$ cat config.mk
export PLATFORM = sky130hd
export DESIGN_NAME = formatter_flat
export DESIGN_NICKNAME = d
export VERILOG_FILES = /design/src/rtl/formatter_if.sv /design/src/rtl/formatter.sv /design/src/flat_wrapper.sv
export SDC_FILE = /design/constraint.sdc
export NUM_CORES = 1
export LEC_CHECK = 0
export CORE_MARGIN = 4
export CORE_UTILIZATION = 45
export DETAILED_ROUTE_END_ITERATION = 6
export PLACE_DENSITY_LB_ADDON = 0.05
export SYNTH_ARGS = -nofsm -noshare
export SYNTH_HDL_FRONTEND = slang
export SYNTH_SLANG_ARGS = --single-unit
$ cat constraint.sdc
create_clock -name clk_i -period 3.64 [get_ports clk_i]
set_clock_uncertainty 0.2 [all_clocks]
set_input_delay 0.728 -clock clk_i [delete_from_list [all_inputs] [get_ports clk_i]]
set_output_delay 0.728 -clock clk_i [all_outputs]
set_load 0.01 [all_outputs]
$ cat src/rtl/formatter_if.sv
// Arbiter-side and downstream-link signals of the packet formatter.
// master = formatter view, slave = arbiter/link view.
interface formatter_if;
  logic        f2a_id_req_o;
  logic [1:0]  a2f_id_i;
  logic        a2f_val_i;
  logic [31:0] a2f_data_i;
  logic [2:0]  a2f_pkglen_sel_i;
  logic        f2a_ack_o;
  logic        fmt_req_o;
  logic        fmt_grant_i;
  logic [1:0]  fmt_chid_o;
  logic [5:0]  fmt_length_o;
  logic        fmt_start_o;
  logic        fmt_end_o;
  logic [31:0] fmt_data_o;

  modport master (
    output f2a_id_req_o, f2a_ack_o, fmt_req_o, fmt_chid_o, fmt_length_o,
           fmt_start_o, fmt_end_o, fmt_data_o,
    input  a2f_id_i, a2f_val_i, a2f_data_i, a2f_pkglen_sel_i, fmt_grant_i
  );

  modport slave (
    input  f2a_id_req_o, f2a_ack_o, fmt_req_o, fmt_chid_o, fmt_length_o,
           fmt_start_o, fmt_end_o, fmt_data_o,
    output a2f_id_i, a2f_val_i, a2f_data_i, a2f_pkglen_sel_i, fmt_grant_i
  );
endinterface

$ cat src/rtl/formatter.sv
// Packet formatter: obtains a channel id from the arbiter, buffers one packet
// of 4..32 words from the selected slave, then streams it to the downstream link.
module formatter (
  input  logic        clk_i,
  input  logic        rst_i,
  formatter_if.master bus
);

  typedef enum logic [2:0] {
    IDLE     = 3'd0,
    REQ_ID   = 3'd1,
    WAIT_ID  = 3'd2,
    COLLECT  = 3'd3,
    SEND_REQ = 3'd4,
    SEND     = 3'd5
  } state_e;

  state_e      state_r;
  logic [5:0]  len_r;
  logic [5:0]  wr_cnt_r;
  logic [5:0]  rd_cnt_r;
  logic [1:0]  chid_r;
  logic        id_req_r;
  logic        req_r;
  logic        start_r;
  logic        end_r;
  logic [31:0] data_r;
  logic [31:0] buf_r [32];
  logic        ack_s;
  logic        last_wr_s;

  function automatic logic [5:0] decode_len(input logic [2:0] sel);
    case (sel)
      3'd0:    decode_len = 6'd4;
      3'd1:    decode_len = 6'd8;
      3'd2:    decode_len = 6'd16;
      default: decode_len = 6'd32;
    endcase
  endfunction

  // Word acceptance is combinational so the slave sees ack in the cycle it offers val.
  always_comb begin
    ack_s     = 1'b0;
    last_wr_s = 1'b0;
    if (state_r == COLLECT) begin
      ack_s     = bus.a2f_val_i;
      last_wr_s = bus.a2f_val_i && (wr_cnt_r == (len_r - 6'd1));
    end else begin
      ack_s     = 1'b0;
      last_wr_s = 1'b0;
    end
  end

  // Packet buffer write port; contents need no reset.
  always_ff @(posedge clk_i) begin
    if (ack_s) begin
      buf_r[wr_cnt_r[4:0]] <= bus.a2f_data_i;
    end
  end

  // Control FSM with all link-side outputs registered.
  always_ff @(posedge clk_i) begin
    if (rst_i) begin
      state_r  <= IDLE;
      len_r    <= 6'd0;
      wr_cnt_r <= 6'd0;
      rd_cnt_r <= 6'd0;
      chid_r   <= 2'd0;
      id_req_r <= 1'b0;
      req_r    <= 1'b0;
      start_r  <= 1'b0;
      end_r    <= 1'b0;
      data_r   <= 32'd0;
    end else begin
      case (state_r)
        IDLE: begin
          id_req_r <= 1'b1;
          state_r  <= REQ_ID;
        end
        REQ_ID: begin
          id_req_r <= 1'b0;
          state_r  <= WAIT_ID;
        end
        WAIT_ID: begin
          if (bus.a2f_id_i == 2'b11) begin
            state_r <= IDLE;
          end else begin
            chid_r   <= bus.a2f_id_i;
            len_r    <= decode_len(bus.a2f_pkglen_sel_i);
            wr_cnt_r <= 6'd0;
            state_r  <= COLLECT;
          end
        end
        COLLECT: begin
          if (ack_s) begin
            wr_cnt_r <= wr_cnt_r + 6'd1;
            if (last_wr_s) begin
              req_r   <= 1'b1;
              state_r <= SEND_REQ;
            end
          end
        end
        SEND_REQ: begin
          if (bus.fmt_grant_i) begin
            req_r    <= 1'b0;
            start_r  <= 1'b1;
            end_r    <= (len_r == 6'd1);
            data_r   <= buf_r[5'd0];
            rd_cnt_r <= 6'd1;
            state_r  <= SEND;
          end
        end
        SEND: begin
          // The word just presented was the last one: drop strobes and data together.
          if (end_r) begin
            start_r  <= 1'b0;
            end_r    <= 1'b0;
            data_r   <= 32'd0;
            rd_cnt_r <= 6'd0;
            state_r  <= IDLE;
          end else begin
            start_r  <= 1'b0;
            end_r    <= (rd_cnt_r == (len_r - 6'd1));
            data_r   <= buf_r[rd_cnt_r[4:0]];
            rd_cnt_r <= rd_cnt_r + 6'd1;
          end
        end
        default: begin
          id_req_r <= 1'b0;
          req_r    <= 1'b0;
          start_r  <= 1'b0;
          end_r    <= 1'b0;
          data_r   <= 32'd0;
          state_r  <= IDLE;
        end
      endcase
    end
  end

  assign bus.f2a_id_req_o = id_req_r;
  assign bus.f2a_ack_o    = ack_s;
  assign bus.fmt_req_o    = req_r;
  assign bus.fmt_chid_o   = chid_r;
  assign bus.fmt_length_o = len_r;
  assign bus.fmt_start_o  = start_r;
  assign bus.fmt_end_o    = end_r;
  assign bus.fmt_data_o   = data_r;

endmodule

$ cat src/flat_wrapper.sv
// flat-port wrapper written by rule: the top's interface ports become plain ports
module formatter_flat 
  (clk_i, rst_i, bus_f2a_id_req_o, bus_f2a_ack_o, bus_fmt_req_o, bus_fmt_chid_o, bus_fmt_length_o, bus_fmt_start_o, bus_fmt_end_o, bus_fmt_data_o, bus_a2f_id_i, bus_a2f_val_i, bus_a2f_data_i, bus_a2f_pkglen_sel_i, bus_fmt_grant_i);
  formatter_if bus_i ();
  input  logic clk_i;
  input  logic rst_i;
  output wire logic [$bits(bus_i.f2a_id_req_o)-1:0] bus_f2a_id_req_o;
  output wire logic [$bits(bus_i.f2a_ack_o)-1:0] bus_f2a_ack_o;
  output wire logic [$bits(bus_i.fmt_req_o)-1:0] bus_fmt_req_o;
  output wire logic [$bits(bus_i.fmt_chid_o)-1:0] bus_fmt_chid_o;
  output wire logic [$bits(bus_i.fmt_length_o)-1:0] bus_fmt_length_o;
  output wire logic [$bits(bus_i.fmt_start_o)-1:0] bus_fmt_start_o;
  output wire logic [$bits(bus_i.fmt_end_o)-1:0] bus_fmt_end_o;
  output wire logic [$bits(bus_i.fmt_data_o)-1:0] bus_fmt_data_o;
  input wire logic [$bits(bus_i.a2f_id_i)-1:0] bus_a2f_id_i;
  input wire logic [$bits(bus_i.a2f_val_i)-1:0] bus_a2f_val_i;
  input wire logic [$bits(bus_i.a2f_data_i)-1:0] bus_a2f_data_i;
  input wire logic [$bits(bus_i.a2f_pkglen_sel_i)-1:0] bus_a2f_pkglen_sel_i;
  input wire logic [$bits(bus_i.fmt_grant_i)-1:0] bus_fmt_grant_i;
  assign bus_f2a_id_req_o = bus_i.f2a_id_req_o;
  assign bus_f2a_ack_o = bus_i.f2a_ack_o;
  assign bus_fmt_req_o = bus_i.fmt_req_o;
  assign bus_fmt_chid_o = bus_i.fmt_chid_o;
  assign bus_fmt_length_o = bus_i.fmt_length_o;
  assign bus_fmt_start_o = bus_i.fmt_start_o;
  assign bus_fmt_end_o = bus_i.fmt_end_o;
  assign bus_fmt_data_o = bus_i.fmt_data_o;
  assign bus_i.a2f_id_i = bus_a2f_id_i;
  assign bus_i.a2f_val_i = bus_a2f_val_i;
  assign bus_i.a2f_data_i = bus_a2f_data_i;
  assign bus_i.a2f_pkglen_sel_i = bus_a2f_pkglen_sel_i;
  assign bus_i.fmt_grant_i = bus_fmt_grant_i;
  formatter u_core (.clk_i(clk_i), .rst_i(rst_i), .bus(bus_i));
endmodule
### Word-level counts from Yosys, hierarchy flattened

Memories as Yosys holds them, arrays and structs flattened. A register that Yosys moved wholly into a read port is not among the register bits.
Cells that the tools add are included.

| word-level totals | value |
|---|---|
| register bits after elaboration | 59 |
| bits in latches | 0 |
| RAM bits | 1024 |
| bits in read-only memories | 0 |
| input port bits | 41 |
| output and inout bits | 45 |
| logic and storage cells | 79 |
| memories kept | 1 |

Memory list:

| name | words | bits a word | read ports | clocked after memory_dff | write ports | line | text |
|---|---|---|---|---|---|---|---|
| u_core.buf_r | 32 | 32 | 2 | 1 | 1 | formatter.sv:28 | `logic [31:0] buf_r [32];` |

| cells by class | value |
|---|---|
| add/subtract/negate cells | 3 |
| multiply operators | 0 |
| div/mod/pow operators | 0 |
| $lt $le $gt $ge | 0 |
| equality and inequality tests | 16 |
| shift operators | 0 |
| multiplexer cells | 32 |
| bitwise logic cells | 3 |
| reduce and logical (&&, ||, !) cells | 14 |

Operator list:

| operator | number |
|---|---|
| 32-bit case mux with 3 select lines | 1 |
| 32-bit two-way mux | 2 |
| 6-bit two-way mux | 4 |
| 6-bit case mux with 2 select lines | 2 |
| 3-bit case mux with 6 select lines | 1 |
| 6-bit case mux with 3 select lines | 1 |
| 6-bit by 1-bit adder with 6-bit output (second input constant) | 2 |
| 6-bit == test | 2 |
| 3-bit two-way mux | 4 |
| 4-bit OR reduction | 3 |
| 1-bit two-way mux | 10 |
| 5-bit two-way mux | 2 |
| 3-bit by 2-bit == test with 1-bit output (second input constant) | 3 |
| 4-bit AND reduction | 2 |
| 3-bit by 1-bit == test with 1-bit output (second input constant) | 2 |
| 3-bit == test (second input constant) | 2 |
| 6-bit by 1-bit == test with 1-bit output (second input constant) | 1 |
| 3-bit zero test | 2 |
| 2-bit != test (second input constant) | 3 |
| 1-bit case mux with 3 select lines | 2 |
| 2-bit AND reduction | 3 |
| 6-bit by 1-bit subtractor with 6-bit output (second input constant) | 1 |
| 2-bit by 1-bit != test with 1-bit output (second input constant) | 2 |
| 1-bit case mux with 2 select lines | 2 |
| other kinds (6) | 9 |

### Depth between registers and ports, before layout

Gate-level depths: netlist of the first run.

| logic depth | value |
|---|---|
| depth in word-level cells | 7 |
| depth in mapped cells | 9 |
| mapped depth without buffers | 7 |

### Worst setup path before layout of the first run

Ideal clock, no wire load.

| timing | value |
|---|---|
| kind | input port to flip-flop |
| start | input bus_a2f_val_i |
| end | memory u_core.buf_r[15][0] (enable) |
| setup time | 0.423 ns |
| data arrival time | 2.869 ns |
| data required time | 3.017 ns |
| slack | 0.148 ns |
| stages | 4 |
| buffers on the path | 1 |
| cell sequence | and4b_1 > clkbuf_1 > nand2_1 > nor2_1 |

| between the ends | value |
|---|---|
| longest elaborated chain between the ends | 3 |

Ends and longest elaborated chain:

| item | line | text |
|---|---|---|
| from (decl) | flat_wrapper.sv:16 | `input wire logic [$bits(bus_i.a2f_val_i)-1:0] bus_a2f_val_i;` |
| 1-bit two-way mux | formatter.sv:45 | `if (state_r == COLLECT) begin` |
| named net bus_f2a_ack_o | flat_wrapper.sv:8 | `output wire logic [$bits(bus_i.f2a_ack_o)-1:0] bus_f2a_ack_o;` |
| 1-bit two-way mux | formatter.sv:56 | `if (ack_s) begin` |
| 1-bit two-way mux (implied by the code) | formatter.sv:57 | `buf_r[wr_cnt_r[4:0]] <= bus.a2f_data_i;` |
| to (decl) | formatter.sv:28 |  |

The timed path passes the listed nets, and every way through them passes these cells.

### Worst setup path after layout of the first run

| timing | value |
|---|---|
| start | register u_core.state_r[2] |
| end | output bus_f2a_ack_o |

| between the ends | value |
|---|---|
| longest elaborated chain between the ends | 2 |

Ends and longest elaborated chain:

| item | line | text |
|---|---|---|
| from (decl) | formatter.sv:18 | `state_e state_r;` |
| from (signal assigned) | formatter.sv:64 | `state_r <= IDLE;` |
| from (signal assigned) | formatter.sv:78 | `state_r <= REQ_ID;` |
| from (signal assigned) | formatter.sv:82 | `state_r <= WAIT_ID;` |
| 3-bit by 2-bit == test with 1-bit output | formatter.sv:45 |  |
| 1-bit two-way mux | formatter.sv:45 |  |
| to (decl) | flat_wrapper.sv:8 |  |

Every way passes these cells.

==> results.json, run 1 <==
{
  "design.die.area_sq_mm": 0.0989,
  "relSlewSlack_pct": 35.7,
  "finalPower_mw": 26.5,
  "grt_pass1_vias": 22058,
  "dp_cells": 3576,
  "synth-edff-count": 1024,
  "grt_max_degree": 65,
  "rows": 112,
  "p_int_mw": 20.8,
  "grt_pass1_wl_mm": 159,
  "clk_latency_ns": 0.69,
  "place_area_sq_mm": 0.0459,
  "drive_gt1_share_pct": 21.6,
  "synth_top_area_cell": "edfxtp_1",
  "layout.nets": 2482,
  "fin_util_pct": 53.0,
  "synth_top_family_by_area": "multiplexers",
  "diodes": 0,
  "hold_class": "flop to flop",
  "synthSimpleGateAreaFrac_pct": 2.69,
  "synth_ff_type": "edfxtp_1",
  "yosys.area.top_type_share_pct": 72.7,
  "ir_drop_mv": 0.397,
  "synth_xor_area_share_pct": 0.302,
  "htree_levels": 3,
  "grt_antenna_before_repair": 1,
  "tns_ns": 0,
  "syn_area_sq_mm": 0.0423,
  "detail-route-antenna-nets": 0,
  "wl_per_cell_microns": 29.5,
  "cts.sinks": 1086,
  "clk_path_buf_depth": 3,
  "cp_data_required_time_ns": 2.71,
  "synth_async_sr_flop_share_pct": 0,
  "via_count": 21814,
  "worst-setup-path-type": "flop to output port",
  "numCtsBuffers": 111,
  "min_period_over_period_pct": 90.1,
  "hpwl_mm": 66.4,
  "first_pass_iters": 7,
  "hold_viol": 0,
  "post_cts_resized": 0,
  "p_switching_mw": 5.67,
  "final_common_cell": "edfxtp_1",
  "clock_power_share_pct": 42.0,
  "postCtsSetupBuffers": 0,
  "ios": 86,
  "final_cell_mix": "1,024 x edfxtp_1, 272 x mux2i_1, 135 x buf_4, 128 x mux4_2, 112 x clkbuf_16",
  "place_congestion": 0.818,
  "tightest_slew_ns": 0.965,
  "rsz0062_at_grt": "false",
  "syn2layout_area_growth_pct": 16.9,
  "ys_seq_area_share_pct": 75.6,
  "synth_compound_area_share_pct": 4.84,
  "synth_cell_type_count": 51,
  "setup_viol": 0,
  "clock.fmax_mhz": 305,
  "gr-total-overflow": 0,
  "io_buffers": 83,
  "ctsHoldBuffers": 0,
  "worstPathArrival_ns": 2.35,
  "status": "complete, no violations",
  "clk_pin_slew_ns": 0.06,
  "cap_violations": 0,
  "fin_ws_ns": 0.359,
  "yosys_warnings": 0,
  "p_comb_share_pct": 5.8,
  "drc": 0,
  "pre_cts_slack_ns": 0.431,
  "worstSetupEndpointType": "output port",
  "fin_area_sq_mm": 0.0494,
  "vias_per_cell": 5.77,
  "wirelength_mm": 112,
  "fill_cells": 7471,
  "p_leak_nw": 15.0,
  "start_util_pct": 45.3,
  "min_period_ns": 3.28,
  "die_x_microns": 315,
  "critPathLaunchType": "flop",
  "clockRootBuffer": "clkbuf_16",
  "synth_cells": 2212,
  "whs_ns": 0.276,
  "synthAdderAreaFrac_pct": 0.178,
  "seqPwrFrac_pct": 52.3,
  "synth-seq-cells": 1086,
  "syn_area_per_cell_sq_um": 19.1,
  "drt_iter0_drc": 1880,
  "core_area_sq_mm": 0.0933,
  "power_switching_share_pct": 21.4,
  "power.density_mw_per_mm2": 535,
  "fp.dieH_microns": 315,
  "ys_top_cells_by_area": "edfxtp_1 73%, mux4_2 6.8%, mux2i_1 6.4%",
  "track_usage_pct": 22.4,
  "critical_path.max_fanout": 17,
  "cts_tree": "yes",
  "slew_violations": 0,
  "fin_cells": 3781,
  "synthMuxAreaShare_pct": 14.6
}
==> routing by layer <==
metal	vias to the layer above	share of wire [%]	global-route usage, %	wire length (microns)
met5	-	0	0	0
met4	0	2.4	5.68	2650
met3	140	4.8	3.24	5370
met2	603	50	38.0	55700
met1	11536	43	30.8	47800
li1	9535	-	-	-
==> state kept, by name, summed over array words and instances (netlist names), 2 cells and up, named ones only <==
signal	flops
u_core.state_r	3
u_core.wr_cnt_r	6
u_core.bus.fmt_chid_o	2
u_core.rd_cnt_r	6
u_core.bus.fmt_length_o	4
u_core.buf_r	1024
u_core.bus.fmt_data_o	32
==> worst max-delay path, stage by stage (launching register included) <==
cell	delay, ns
dfxtp_1	0.47
and4b_1	0.57
clkdlybuf4s50_1	0.63
==> power groups by stage <==
stage                     sequential [mW]  combinational, mW  clock (mW)
after floorplan                      14.0              0.857           0
after global routing                 13.8               1.63        11.9
after detailed placement             14.1               1.55           0
final                                13.8               1.53        11.1
after global placement               14.1               1.54           0
after CTS                            13.8               1.55        11.3
==> worst paths after layout <==
check                                          start                   endpoint  slack [ns]  cells after the start
worst min-delay path            u_core.bus.fmt_req_o       u_core.bus.fmt_req_o        0.28                      1
worst min register to register  u_core.bus.fmt_req_o       u_core.bus.fmt_req_o        0.28                      1
worst max-delay path               u_core.state_r[2]              bus_f2a_ack_o        0.36                      2
worst max register to register                  flop  u_core.bus.fmt_data_o[22]        0.65                      7
==> final cells by class <==
type,count,area [sq um],area share (%)
clock buffers,144,2960,6.00
repair buffers,248,2450,4.96
multi-input cells,982,9830,19.9
well taps,1254,1570,3.17
inverters,6,22.5,0.0456
clock inverters,61,584,1.18
flip-flops and latches,1086,32000,64.8
==> kinds of logic (layout without fill, tap and decap cells) <==
logic type,after synthesis,after routing
flip-flops,1086,1086
multiplexers,449,449
AO/OA/AOI/OAI,283,283
AND/OR/NAND/NOR,229,229
buffers and inverters,145,459
XOR/XNOR,13,13
adder cells (fa/ha/maj),6,6
other,1,2
==> Yosys cell counts (39+ instances only) <==
library cell  count
edfxtp_1       1024
mux2i_1         272
mux4_2          128
nor2_1           72
clkbuf_1         65
dfxtp_1          62
nand2_1          55
a22o_1           53
a21oi_1          51
mux2_2           49
buf_2            44
a221oi_1         39
No activity file was read; power rests on OpenSTA's default activity.
==> run 2, diff against run 1 <==
Settings changed: GPL_TIMING_DRIVEN set to 0, RECOVER_POWER set to 50.
==> run 2 against run 1 <==
The run now ends with max-capacitance violations, max-slew violations left; critical path depth grew 5; count of clock-buffer cells in the layout grew 10; design area is essentially flat; total power grew 1.8%; wire length grew 14%; sequential power is essentially flat; utilization is essentially flat; non-clock buffer count grew 9; setup slack lost 0.30 ns.
==> results.json, run 2 (synthesized netlist as in run 1, its figures left out) <==
{
  "seqPwrFrac_pct": 51.2,
  "rrSetupSlack_ns": 0.06,
  "p_leak_nw": 15.0,
  "drive_gt1_share_pct": 20.1,
  "ios": 86,
  "grt_pass1_wl_mm": 176,
  "numCtsBuffers": 113,
  "cts.sinks": 1086,
  "r2r-end": "u_core.bus.fmt_data_o[29]",
  "drt_iter0_drc": 2422,
  "syn2layout_area_growth_pct": 16.8,
  "p_comb_share_pct": 5.9,
  "min_period_ns": 3.58,
  "fin_area_sq_mm": 0.0494,
  "clock_power_share_pct": 43.0,
  "fin_cells": 3800,
  "critPathLaunchType": "flop",
  "place_congestion": 0.825,
  "core_area_sq_mm": 0.0933,
  "worstPathArrival_ns": 3.93,
  "design.die.area_sq_mm": 0.0989,
  "crit_chain": "buf_2, buf_4, clkbuf_1, mux4_2, mux2_2, o221ai_1, o21ai_1",
  "min-delay-start": "u_core.bus.fmt_req_o",
  "power.density_mw_per_mm2": 546,
  "grt_max_degree": 33,
  "start_util_pct": 45.3,
  "slew_violations": 264,
  "wirelength_mm": 127,
  "io_buffers": 83,
  "cp_data_required_time_ns": 3.98,
  "ctsHoldBuffers": 0,
  "min_period_over_period_pct": 98.4,
  "clockRootBuffer": "clkbuf_16",
  "holdPathEnd": "u_core.bus.fmt_req_o",
  "grt_pass1_vias": 23024,
  "relSlewSlack_pct": -26.6,
  "status": "finished with violations",
  "hold_depth": 1,
  "worst-setup-path-type": "flop to flop",
  "p_int_mw": 21.1,
  "cpPeakStageDelay_ns": 0.81,
  "htree_levels": 3,
  "violations": "max-capacitance violations, max-slew violations",
  "setup_viol": 0,
  "drc": 0,
  "final_cell_mix": "1,024 x edfxtp_1, 272 x mux2i_1, 128 x mux4_2, 117 x clkbuf_16, 94 x clkbuf_1",
  "largest_register_ffs": 1024,
  "critical_path.max_fanout": 10,
  "tightest_slew_ns": 1.90,
  "cap_violations": 8,
  "via_count": 22699,
  "grt_antenna_before_repair": 8,
  "cpMaxStageDelayCell": "clkbuf_1",
  "rows": 112,
  "wl_per_cell_microns": 33.4,
  "first_pass_iters": 5,
  "track_usage_pct": 25.6,
  "fp.dieH_microns": 315,
  "hold_viol": 0,
  "hpwl_mm": 83.2,
  "cts_tree": "yes",
  "clk_pin_slew_ns": 0.06,
  "p_switching_mw": 5.86,
  "layout.nets": 2493,
  "clk_latency_ns": 0.69,
  "detail-route-antenna-nets": 0,
  "r2r_cells": 7,
  "rsz0062_at_grt": "false",
  "final_common_cell": "edfxtp_1",
  "dp_cells": 3583,
  "clock.fmax_mhz": 279,
  "clk_path_buf_depth": 3,
  "hold_class": "flop to flop",
  "die_x_microns": 315,
  "worstSetupEndpointType": "flop",
  "ir_drop_mv": 0.441,
  "gr-total-overflow": 0,
  "place_area_sq_mm": 0.0456,
  "power_switching_share_pct": 21.7,
  "vias_per_cell": 5.97
}
==> run 2: what timing repair did <==
item,in CTS,in global routing
setup endpoints to repair,2,6
endpoints found under the hold margin,0,0
gates resized for setup,2,7
setup buffers,0,0
==> run 2: per-layer routing <==
layer,global-route usage (%),up-vias,wire [microns]
li1,-,9541,-
met1,35.1,12102,52900
met2,42.5,863,61600
met3,4.36,193,8470
met4,7.30,0,3820
met5,0,-,0
==> run 2: area by class of cell <==
type	instances	area (sq um)
Multi-Input combinational cell	982	9830
Inverter	6	22.5
Buffer	139	729
Clock buffer	154	3230
Clock inverter	58	531
Tap cell	1254	1570
Fill cell	7474	44000
Timing Repair Buffer	118	1460
Antenna cell	3	7.51
Sequential cell	1086	32000
==> run 2: worst max-delay path by stage <==
stage | start | endpoint | slack (ns) | cells after the start
5_1_grt | bus_a2f_val_i | u_core.buf_r[31][1] | 0.05 | 6
3_5_place_dp | bus_a2f_val_i | u_core.buf_r[27][1] | -0.56 | 6
4_1_cts | flop | u_core.bus.fmt_data_o[3] | 0.01 | 8
2_1_floorplan | bus_a2f_val_i | u_core.buf_r[15][0] | 0.15 | 4
3_3_place_gp | bus_a2f_val_i | u_core.buf_r[31][1] | -2.93 | 5
6_report | flop | u_core.bus.fmt_data_o[29] | 0.06 | 7
==> run 2: power by group through the flow <==
stage	Sequential (mW)	Clock, mW	Combinational, mW
2_1_floorplan	14.0	0	0.857
3_3_place_gp	14.1	0	1.55
3_5_place_dp	14.1	0	1.60
4_1_cts	13.8	11.8	1.61
5_1_grt	13.8	12.3	1.68
6_report	13.8	11.6	1.58
==> run 2: metrics by stage <==
step | util, % | power, mW | worst slack (ns) | TNS, ns | hold WS (ns)
5_1_grt | 52.9 | 27.7 | 0.0456 | 0 | 0.317
3_5_place_dp | 48.9 | 15.7 | -0.556 | -308.49 | 0.276
2_1_floorplan | - | 14.9 | 0.148 | 0 | 0.262
3_3_place_gp | 47.9 | 15.6 | -2.93 | -2668.57 | 0.274
6_report | 52.9 | 26.9 | 0.0587 | 0 | 0.281
4_1_cts | 52.9 | 27.1 | 0.0131 | 0 | 0.293
==> run 2: worst max-delay path, delay by kind of cell (launching register included) <==
kind	cells	cell delay, ns
buffers and inverters	3	1.39
AO/OA/AOI/OAI	2	0.79
multiplexers	2	0.74
flip-flops	1	0.31
==> RTL change, RTL diff (settings of run 2) <==
Reset style: asynchronous (`rst_i`), changed in one clocked block.
--- a/src/rtl/formatter.sv
+++ b/src/rtl/formatter.sv
@@ -59,7 +59,7 @@
   end
 
   // Control FSM with all link-side outputs registered.
-  always_ff @(posedge clk_i) begin
+  always_ff @(posedge clk_i or posedge rst_i) begin
     if (rst_i) begin
       state_r  <= IDLE;
       len_r    <= 6'd0;
Function: differs if rst_i is asserted again (counterexample within 4 cycles, from zero or initial values and one cycle with rst_i high); with rst_i held inactive, the same outputs for 4 cycles.
==> RTL change against run 2 <==
Sequential cell count is 5 lower; area after synthesis increased by 0.57%; largest cell class unchanged; the run still ends with capacitance limit, slew limit left; sequential share of layout area up 0.22 points; worst hold slack improved by 27 ps; fmax rose by 5.9%; setup slack gained 200 ps; wire length is 13% lower; utilization about the same; design area up 0.23%.
Power is not compared: it rests on default switching activity, and its combinational part moved more than twofold at a synthesized area within 25%.
==> RTL change: results (changes against run 2) <==
- Critical R2R Capture: u_core.buf_r[19][7] (was u_core.bus.fmt_data_o[29])
- R2r worst-path depth: 6 (was 7)
- Metal3 WL: 7819 µm (was 8468 µm)
- Clock buffer count from CTS: 114 (was 113)
- Register area share after synthesis: 0.7565 (about the same)
- FFs w/ async S/R, synth: 0.05273 (was 0)
- Post-synthesis xor/xnor area fraction: 0.003413 (was 0.003018)
- Hold Path Sink: u_core.bus.fmt_chid_o[1] (was u_core.bus.fmt_req_o)
- Worst EP arrival: 3560 ps (was 3930 ps)
- Detailed Route WL: 110200 µm (was 126800 µm)
- First-pass GRT wire length: 159400 µm (was 175800 µm)
- CTS resizes: 0 (was 2)
- Largest net degree at the start of global routing: 38 (was 33)
- Antenna violations before repair: 1 (was 8)
- Hpwl dp: 74160 µm (was 83180 µm)
- HP Start: u_core.bus.fmt_chid_o[1] (was u_core.bus.fmt_req_o)
- Post-Synth Adder-Cell Area: 0.001765 (was 0.001775)
- WL met2: 51920 µm (was 61590 µm)
- Violated checks: capacitance limit, slew limit (unchanged)
- Mapped Avg Cell Area: 19.77 µm² (was 19.12 µm²)
- Wl on met1: 48350 µm (was 52920 µm)
- Final max-slew violation count: 33 (was 264)
- Gr usage total: 0.2237 (was 0.2559)
- Max_slew headroom: -0.1181 (was -0.2664)
- Synth cell types: 52 (was 51)
- Net count, final: 2433 (was 2493)
- Maxcap violations: 1 (was 8)
- Compound-cell area share of the yosys netlist: 0.04954 (was 0.04841)
- Drt pass-1 iters: 6 (was 5)
- Outcome: complete, but fails checks (unchanged)
- 1st-iter DRT viols: 2464 (was 2422)
- Mux cell area share after synthesis: 0.1411 (was 0.1456)
-- RTL change: cell count changes after synthesis, sizes merged, moves of 22 or more --
cell    delta
mux2      +22
dfxtp     -62
dfrtp     +57
mux4      +54
o22ai     +35
a211oi    +62
mux2i    -162
nor2b     +63
a22o      -49
nor3b     -31
o221ai    -32
-- RTL change: cells by family after synthesis --
group	count (synthesis)
DFF	1081
muxes	363
AOI/OAI and AO/OA	292
and+or+nand+nor	249
buffers and inverters	144
xor gates and xnor gates	15
adders and majority gates	6
other	1
-- RTL change: through the flow --
| step | worst slack, ps | hold slack (ps) | util |
|---|---|---|---|
| 3_5_place_dp | -352.1 | 303.4 | 0.4910 |
| 4_1_cts | 300.0 | 198.8 | 0.5290 |
| 2_1_floorplan | 369.1 | 268.6 | - |
| 3_3_place_gp | -2236 | 295.2 | 0.4800 |
| 5_1_grt | 133.3 | 324.2 | 0.5287 |
| 6_report | 258.1 | 307.6 | 0.5287 |
-- RTL change: layout make-up --
type                       instances  area (µm²)
buffer                           136       753.2
clock buffer                     159        3093
clock inverter                    57       461.7
fill                            7487       44120
inverter                           8       30.03
multi-input combinational        927        9807
sequential                      1081       32180
tap                             1254        1569
timing repair buffer             118        1600
-- RTL change: worst max-delay path, cell delays in order, from the launching register on --
cell and delay (ps):
dfrtp_1 320, clkbuf_1 270, and3_1 200, buf_2 220, nand2_1 620, nor2_4 990
buf_16 230
-- RTL change: metal layers --
metal / GRT usage / vias up
li1: - / 9386
met1: 0.3290 / 11570
met2: 0.3537 / 763
met3: 0.03808 / 147
met4: 0.05346 / 0
met5: 0 / -
-- RTL change: worst max path at each step --
stage / end / from / slack, ps / cells after the start
2_1_floorplan: u_core.buf_r[31][0] / bus_a2f_val_i / 370 / 4
5_1_grt: u_core.buf_r[16][12] / u_core.state_r[0] / 130 / 6
3_3_place_gp: u_core.buf_r[22][7] / bus_a2f_val_i / -2240 / 5
3_5_place_dp: u_core.buf_r[19][7] / bus_a2f_val_i / -350 / 6
4_1_cts: u_core.buf_r[19][7] / u_core.state_r[2] / 300 / 6
6_report: u_core.buf_r[19][7] / u_core.state_r[0] / 260 / 6
-- RTL change: power by group through the flow --
stage | Sequential [µW] | Clock (µW) | Combinational, µW
finish | 14300 | 11000 | 5780
global route | 14300 | 11800 | 6220
CTS | 14300 | 11300 | 5880
detailed placement | 14600 | 0 | 5860
global placement | 14600 | 0 | 5670
floorplan | 14500 | 0 | 3560
